[config.mk]
export PLATFORM = sky130hd
export DESIGN_NAME = vend_dispense_ctrl
export DESIGN_NICKNAME = d
export VERILOG_FILES = /design/src/rtl/vend_pkg.sv /design/src/rtl/vend_order_fifo.sv /design/src/rtl/vend_dispense_ctrl.sv
export SDC_FILE = /design/constraint.sdc
export NUM_CORES = 1
export LEC_CHECK = 0
export BUFFER_PORTS_ARGS = -buffer_cell sky130_fd_sc_hd__buf_4
export CORE_ASPECT_RATIO = 0.75
export CORE_UTILIZATION = 58
export DETAILED_ROUTE_END_ITERATION = 12
export PLACE_DENSITY = 0.75
export SYNTH_ARGS = -nofsm -noshare
export SYNTH_HDL_FRONTEND = slang
export SYNTH_SLANG_ARGS = --single-unit
[constraint.sdc]
create_clock -name clk -period 2.35 [get_ports clk]
set_input_delay 0.235 -clock clk [delete_from_list [all_inputs] [get_ports clk]]
set_output_delay 0.235 -clock clk [all_outputs]
set_load 0.02 [all_outputs]
[src/rtl/vend_pkg.sv]
// Shared types for the vending dispense path: drink codes, queued order record, FSM state encoding.
package vend_pkg;

  localparam logic [1:0] DRINK_NONE = 2'd0;
  localparam logic [1:0] DRINK_A    = 2'd1;
  localparam logic [1:0] DRINK_B    = 2'd2;

  typedef struct packed {
    logic [1:0] drink;
    logic       change;
  } order_t;

  typedef logic [1:0] state_t;

  localparam state_t ST_IDLE      = 2'd0;
  localparam state_t ST_MOTOR     = 2'd1;
  localparam state_t ST_WAIT_DROP = 2'd2;
  localparam state_t ST_CHANGE    = 2'd3;

endpackage

[src/rtl/vend_order_fifo.sv]
// Pending-order queue. A push while full is still taken when a pop frees the head slot that cycle.
module vend_order_fifo #(
  parameter int DEPTH = 4,
  parameter int WIDTH = 3
) (
  input  logic             clk,
  input  logic             rst,
  input  logic             push,
  input  logic             pop,
  input  logic [WIDTH-1:0] din,
  output logic [WIDTH-1:0] dout,
  output logic             full,
  output logic             empty
);

  localparam int AW = (DEPTH > 1) ? $clog2(DEPTH) : 1;
  localparam logic [AW:0] FULL_CNT = (AW + 1)'(DEPTH);

  logic [WIDTH-1:0] mem [DEPTH];
  logic [AW-1:0]    wr_ptr;
  logic [AW-1:0]    rd_ptr;
  logic [AW:0]      count;
  logic             do_push;
  logic             do_pop;

  assign empty   = (count == '0);
  assign full    = (count == FULL_CNT);
  assign do_pop  = pop && !empty;
  assign do_push = push && (!full || do_pop);
  assign dout    = mem[rd_ptr];

  always_ff @(posedge clk) begin
    if (rst) begin
      wr_ptr <= '0;
      rd_ptr <= '0;
      count  <= '0;
    end else begin
      if (do_push) wr_ptr <= wr_ptr + 1'b1;
      if (do_pop)  rd_ptr <= rd_ptr + 1'b1;
      case ({do_push, do_pop})
        2'b10:   count <= count + 1'b1;
        2'b01:   count <= count - 1'b1;
        default: count <= count;
      endcase
    end
  end

  always_ff @(posedge clk) begin
    if (do_push) mem[wr_ptr] <= din;
  end

endmodule

[src/rtl/vend_dispense_ctrl.sv]
// Vending dispense controller: queues sale-FSM orders, runs motor, drop check and change ejector.
// Define VEND_DISPENSE_STATS_EN to add saturating stat_a / stat_b / stat_coin counters.
module vend_dispense_ctrl
  import vend_pkg::*;
#(
  parameter int FIFO_DEPTH   = 4,
  parameter int MOTOR_CYCLES = 8,
  parameter int DROP_TIMEOUT = 64
`ifdef VEND_DISPENSE_STATS_EN
  ,
  parameter int STAT_W       = 16
`endif
) (
  input  logic              clk,
  input  logic              rst,
  input  logic [1:0]        drinks_in,
  input  logic              change_in,
  input  logic              drop_sense,
  input  logic              coin_ack,
  input  logic              fault_clr,
  output logic              motor_a,
  output logic              motor_b,
  output logic              coin_eject,
  output logic              busy,
  output logic              overflow,
  output logic              fault
`ifdef VEND_DISPENSE_STATS_EN
  ,
  output logic [STAT_W-1:0] stat_a,
  output logic [STAT_W-1:0] stat_b,
  output logic [STAT_W-1:0] stat_coin
`endif
);

  localparam int MCW = (MOTOR_CYCLES > 1) ? $clog2(MOTOR_CYCLES) : 1;
  localparam int DCW = (DROP_TIMEOUT > 1) ? $clog2(DROP_TIMEOUT) : 1;
  localparam logic [MCW-1:0] MOTOR_LAST = MCW'(MOTOR_CYCLES - 1);
  localparam logic [DCW-1:0] DROP_LAST  = DCW'(DROP_TIMEOUT - 1);

  state_t         state;
  state_t         state_nxt;
  order_t         cur;
  order_t         new_order;
  logic [MCW-1:0] motor_cnt;
  logic [DCW-1:0] drop_cnt;
  logic [2:0]     fifo_dout;
  logic           fifo_full;
  logic           fifo_empty;
  logic           fifo_pop;
  logic           order_valid;
  logic           order_lost;
  logic           drop_timeout;

  assign order_valid  = (drinks_in == DRINK_A) || (drinks_in == DRINK_B);
  assign new_order    = '{drink: drinks_in, change: change_in};
  assign fifo_pop     = (state == ST_IDLE) && !fifo_empty;
  assign order_lost   = order_valid && fifo_full && !fifo_pop;
  assign drop_timeout = (state == ST_WAIT_DROP) && !drop_sense && (drop_cnt == DROP_LAST);

  vend_order_fifo #(
    .DEPTH (FIFO_DEPTH),
    .WIDTH (3)
  ) u_fifo (
    .clk   (clk),
    .rst   (rst),
    .push  (order_valid),
    .pop   (fifo_pop),
    .din   (new_order),
    .dout  (fifo_dout),
    .full  (fifo_full),
    .empty (fifo_empty)
  );

  always_comb begin
    state_nxt = state;
    case (state)
      ST_IDLE:      if (!fifo_empty) state_nxt = ST_MOTOR;
      ST_MOTOR:     if (motor_cnt == MOTOR_LAST) state_nxt = ST_WAIT_DROP;
      ST_WAIT_DROP: if (drop_sense || drop_timeout) state_nxt = cur.change ? ST_CHANGE : ST_IDLE;
      ST_CHANGE:    if (coin_ack) state_nxt = ST_IDLE;
      default:      state_nxt = ST_IDLE;
    endcase
  end

  // Counters restart whenever their state is left, so they never wrap.
  always_ff @(posedge clk) begin
    if (rst) begin
      state     <= ST_IDLE;
      cur       <= '0;
      motor_cnt <= '0;
      drop_cnt  <= '0;
    end else begin
      state <= state_nxt;
      if (fifo_pop) cur <= fifo_dout;
      motor_cnt <= (state == ST_MOTOR && state_nxt == ST_MOTOR) ? motor_cnt + 1'b1 : '0;
      drop_cnt  <= (state == ST_WAIT_DROP && state_nxt == ST_WAIT_DROP) ? drop_cnt + 1'b1 : '0;
    end
  end

  // Outputs are a registered decode of the current state, so they trail it by one cycle.
  always_ff @(posedge clk) begin
    if (rst) begin
      motor_a    <= 1'b0;
      motor_b    <= 1'b0;
      coin_eject <= 1'b0;
      busy       <= 1'b0;
      overflow   <= 1'b0;
      fault      <= 1'b0;
    end else begin
      motor_a    <= (state == ST_MOTOR) && (cur.drink == DRINK_A);
      motor_b    <= (state == ST_MOTOR) && (cur.drink == DRINK_B);
      coin_eject <= (state == ST_CHANGE);
      busy       <= (state != ST_IDLE) || !fifo_empty;
      if (order_lost)     overflow <= 1'b1;
      else if (fault_clr) overflow <= 1'b0;
      if (drop_timeout)   fault <= 1'b1;
      else if (fault_clr) fault <= 1'b0;
    end
  end

`ifdef VEND_DISPENSE_STATS_EN
  localparam logic [STAT_W-1:0] STAT_MAX = '1;

  always_ff @(posedge clk) begin
    if (rst) begin
      stat_a    <= '0;
      stat_b    <= '0;
      stat_coin <= '0;
    end else begin
      if (state == ST_WAIT_DROP && drop_sense) begin
        if (cur.drink == DRINK_A && stat_a != STAT_MAX) stat_a <= stat_a + 1'b1;
        if (cur.drink == DRINK_B && stat_b != STAT_MAX) stat_b <= stat_b + 1'b1;
      end
      if (state == ST_CHANGE && coin_ack && stat_coin != STAT_MAX) stat_coin <= stat_coin + 1'b1;
    end
  end
`endif

endmodule

==> results.json <==
{
  "outcome": "complete, no violations",
  "synth-seq-cells": 39,
  "synth_enable_flop_cells": 12,
  "yosys_most_used_dff": "dfxtp_1",
  "cts.sinks": 39,
  "tightest_slew_ns": 0.3299,
  "antennaDiodeCount": 0,
  "rrSetupSlack_ns": 0.19,
  "dieArea_mm2": 0.003186,
  "port_buffers": 13,
  "ctsResizeCount": 0,
  "ant_nets": 0,
  "half_perimeter_wire_length_of_the_detailed_placement_result_um": 2112,
  "antenna_found_initial": 0,
  "post_synth.cell_area_avg_um2": 11.08,
  "synth_nets": 172,
  "synth_area_mm2": 0.001718,
  "dr.pass1.iters": 4,
  "worst_path_max_fanout": 8,
  "skew_ns": 0.007937,
  "share_seq_of_total_power_pct": 48.1,
  "postSynth.asyncResetShare_pct": 0,
  "clock_network_latency_to_the_later_pin_of_the_worst_skew_pair_ns": 0.28,
  "sum_of_overflow_across_all_layers_after_global_routing": 0,
  "wl_per_cell_um": 13.63,
  "timing.critical_path.slowest_cell_delay_ns": 0.37,
  "critPathKind": "flop to flop",
  "grt_first_pass_wirelength_um": 4933,
  "final_util_pct": 71.16,
  "critical_path.startpoint_type": "flop",
  "timing.critical_path.cells": "or2_1 -> a31oi_4 -> inv_1 -> ha_1 -> inv_1 -> fa_1 -> xor2_1 -> or3_1 -> a21oi_1",
  "finalHoldViolations": 0,
  "critical-path-slowest-cell": "fa_1",
  "grtUsageMet3_pct": 6.776,
  "detail_route.wirelength_um": 2848,
  "gr-usage-all-layers_pct": 20.96,
  "initial_utilization_pct": 63.56,
  "grt_setup_unrepaired": "false",
  "leakagePower_nw": 0.7312,
  "slew_headroom_pct": 77.85,
  "layout.filler_cells": 200,
  "critical_path.endpoint_type": "flop",
  "post_route_cells_drive_above_1_share_pct": 21.39,
  "design.final.nets": 189,
  "clk_transition_reported_paths_ns": 0.07,
  "die_x_um": 64.84,
  "layout_worst_path_cycle_share_pct": 91.84,
  "grt_start_max_net_pins": 18,
  "ctsRootBufferMaster": "clkbuf_8",
  "pwr-share-comb_pct": 29.3,
  "cts-root-to-sink-buffers": 2,
  "yosys_warnings": 0,
  "instances_no_fill": 209,
  "setup_tns_ns": 0,
  "num_vias": 1152,
  "postCtsHoldBufs": 0,
  "crit_top_cell": "inv_1",
  "final.min_clock_period_ns": 2.158,
  "fmax_mhz": 463.4,
  "htree_depth": 2,
  "gp_routability_congestion": 0.7549,
  "number_of_global_route_vias_before_repair": 1141,
  "synth_area_leader_cell": "dfxtp_1",
  "finish.instance_area_mm2": 0.001923,
  "numCtsBuffers": 5,
  "placedInstanceArea_mm2": 0.001842,
  "synthToLayoutAreaGrowth_pct": 11.94,
  "row_count": 16,
  "cts_setup_buffers": 0,
  "irDropWorstVdd_v": 0.0005206,
  "multi_input_comb_area_um2": 742.0,
  "net-switching-power_w": 0.0005872,
  "fraction_of_post_synthesis_cell_area_in_the_top_cell_type_by_area_pct": 31.46,
  "drt-initial-drc-count": 76,
  "worstPathRequired_ns": 2.57,
  "drt_drc_violations_left": 0,
  "seq_area_um2": 900.9,
  "power.density_cell_area_mw_per_mm2": 956.5,
  "pin_count": 14,
  "postSynthCellCount": 155,
  "placeableCoreArea_mm2": 0.002703,
  "hold_class": "input pin to flop",
  "grt_busiest_layer": "met2",
  "setup_viol_count_final": 0,
  "cell_count_post_placement": 201,
  "grt_use_met1_pct": 26.87,
  "power.internal_w": 0.001252,
  "seq_area_frac_synth_pct": 52.44,
  "maxCapViolations": 0,
  "power_frac_clock_pct": 22.6,
  "worst-endpoint-arrival_ns": 2.37,
  "finalMaxSlewViolations": 0,
  "yosys.cell_types.count": 39,
  "viasPerCell": 5.512,
  "ys_top_cells_by_area": "dfxtp_1, edfxtp_1, ha_1",
  "met2_usage_pct": 32.47,
  "die_height_um": 49.13,
  "tritoncts": "built",
  "swShare_pct": 31.92
}
## power groups by stage
stage | clock, W | combinational [W] | sequential [W]
floorplan | 0 | 0.000418 | 0.000881
global placement | 0 | 0.000518 | 0.000892
detailed placement | 0 | 0.000539 | 0.000899
CTS | 0.000427 | 0.000542 | 0.000884
global route | 0.000461 | 0.000611 | 0.000900
finish | 0.000415 | 0.000540 | 0.000885
## cell usage after synthesis (2+ instances only)
master	instances
and2_1	2
nand3_1	6
buf_2	3
dfxtp_1	27
o21ai_0	7
ha_1	8
a31oi_1	2
nand2b_1	2
inv_1	9
a21oi_1	11
nor3_1	3
nand3b_1	2
nor3b_1	4
mux4_2	3
buf_6	2
edfxtp_1	12
xnor2_1	2
nor2_1	15
xor2_1	4
and2_2	4
nand2_1	5
o21a_1	2
or3_1	4
## metal layers
metal  vias to the layer above  routed length (um)
li1                        574                   -
met1                       540                1368
met2                        31                1275
met3                         7                 159
met4                         0                  45
met5                         -                   0
## logic make-up (layout without fill, tap and decap cells)
family / after synthesis / after routing / synth area share, %
AND/OR/NAND/NOR: 55 / 55 / 18.21
flip-flops: 39 / 39 / 52.44
AO/OA/AOI/OAI: 26 / 26 / 9.541
buffers and inverters: 15 / 33 / 4.369
adder cells (fa/ha/maj): 9 / 9 / 6.992
XOR/XNOR: 6 / 6 / 3.059
multiplexers: 5 / 5 / 5.389
## registers in the layout, summed over array words and instances, names as in the netlist
signal         count
u_fifo.mem        12
drop_cnt           6
cur                3
motor_cnt          3
u_fifo.count       3
state              2
u_fifo.rd_ptr      2
u_fifo.wr_ptr      2
busy               1
coin_eject         1
fault              1
motor_a            1
motor_b            1
overflow           1
## layout make-up
type	count	share of cell area, %
repair buffers	16	6.246
flip-flops and latches	39	46.84
clock inverters	1	0.2602
multi-input cells	101	38.58
clock buffers	7	3.969
inverters	9	1.757
well taps	36	2.342
## per-stage QoR
stage	total power (W)	worst slack, ns	hold WS [ns]
floorplan	0.001299	0.2365	0.3339
global placement	0.001410	0.2828	0.4148
detailed placement	0.001438	0.1841	0.4220
CTS	0.001854	0.1820	0.1459
global route	0.001972	0.04535	0.1372
finish	0.001839	0.1918	0.1510
## worst max-delay path: cells and delay by family, from the launching register on
kind,cells,cell delay [ns]
xor gates and xnor gates,1,0.16
buffers and inverters,2,0.17
and+or+nand+nor,2,0.57
DFF,1,0.33
adders and majority gates,2,0.55
AOI/OAI and AO/OA,2,0.31
## final timing paths
path / endpoint / startpoint / cells after the start
setup / recovery: u_fifo.count[2] / state[0] / 9
hold / removal: u_fifo.mem[3][0] / change_in / 1
setup reg to reg: u_fifo.count[2] / state[0] / 9
hold reg to reg: motor_cnt[0] / motor_cnt[0] / 1
## layout by cell type (no fill, tap or decap), types with 2 or more instances in the layout
cell type / synthesis / layout
nor2_1: 15 / 15
nor3_1: 3 / 3
mux4_2: 3 / 3
xor2_1: 4 / 4
inv_1: 9 / 9
xnor2_1: 2 / 2
buf_4: 0 / 16
clkbuf_8: 0 / 5
ha_1: 8 / 8
nand2_1: 5 / 5
clkbuf_1: 1 / 2
dfxtp_1: 27 / 27
nand3_1: 6 / 6
nand3b_1: 2 / 2
edfxtp_1: 12 / 12
a31oi_1: 2 / 2
o21a_1: 2 / 2
and2_2: 4 / 4
and2_1: 2 / 2
a21oi_1: 11 / 11
nor3b_1: 4 / 4
o21ai_0: 7 / 7
or3_1: 4 / 4
nand2b_1: 2 / 2
Note: power is estimated with default switching activity, not from simulation.
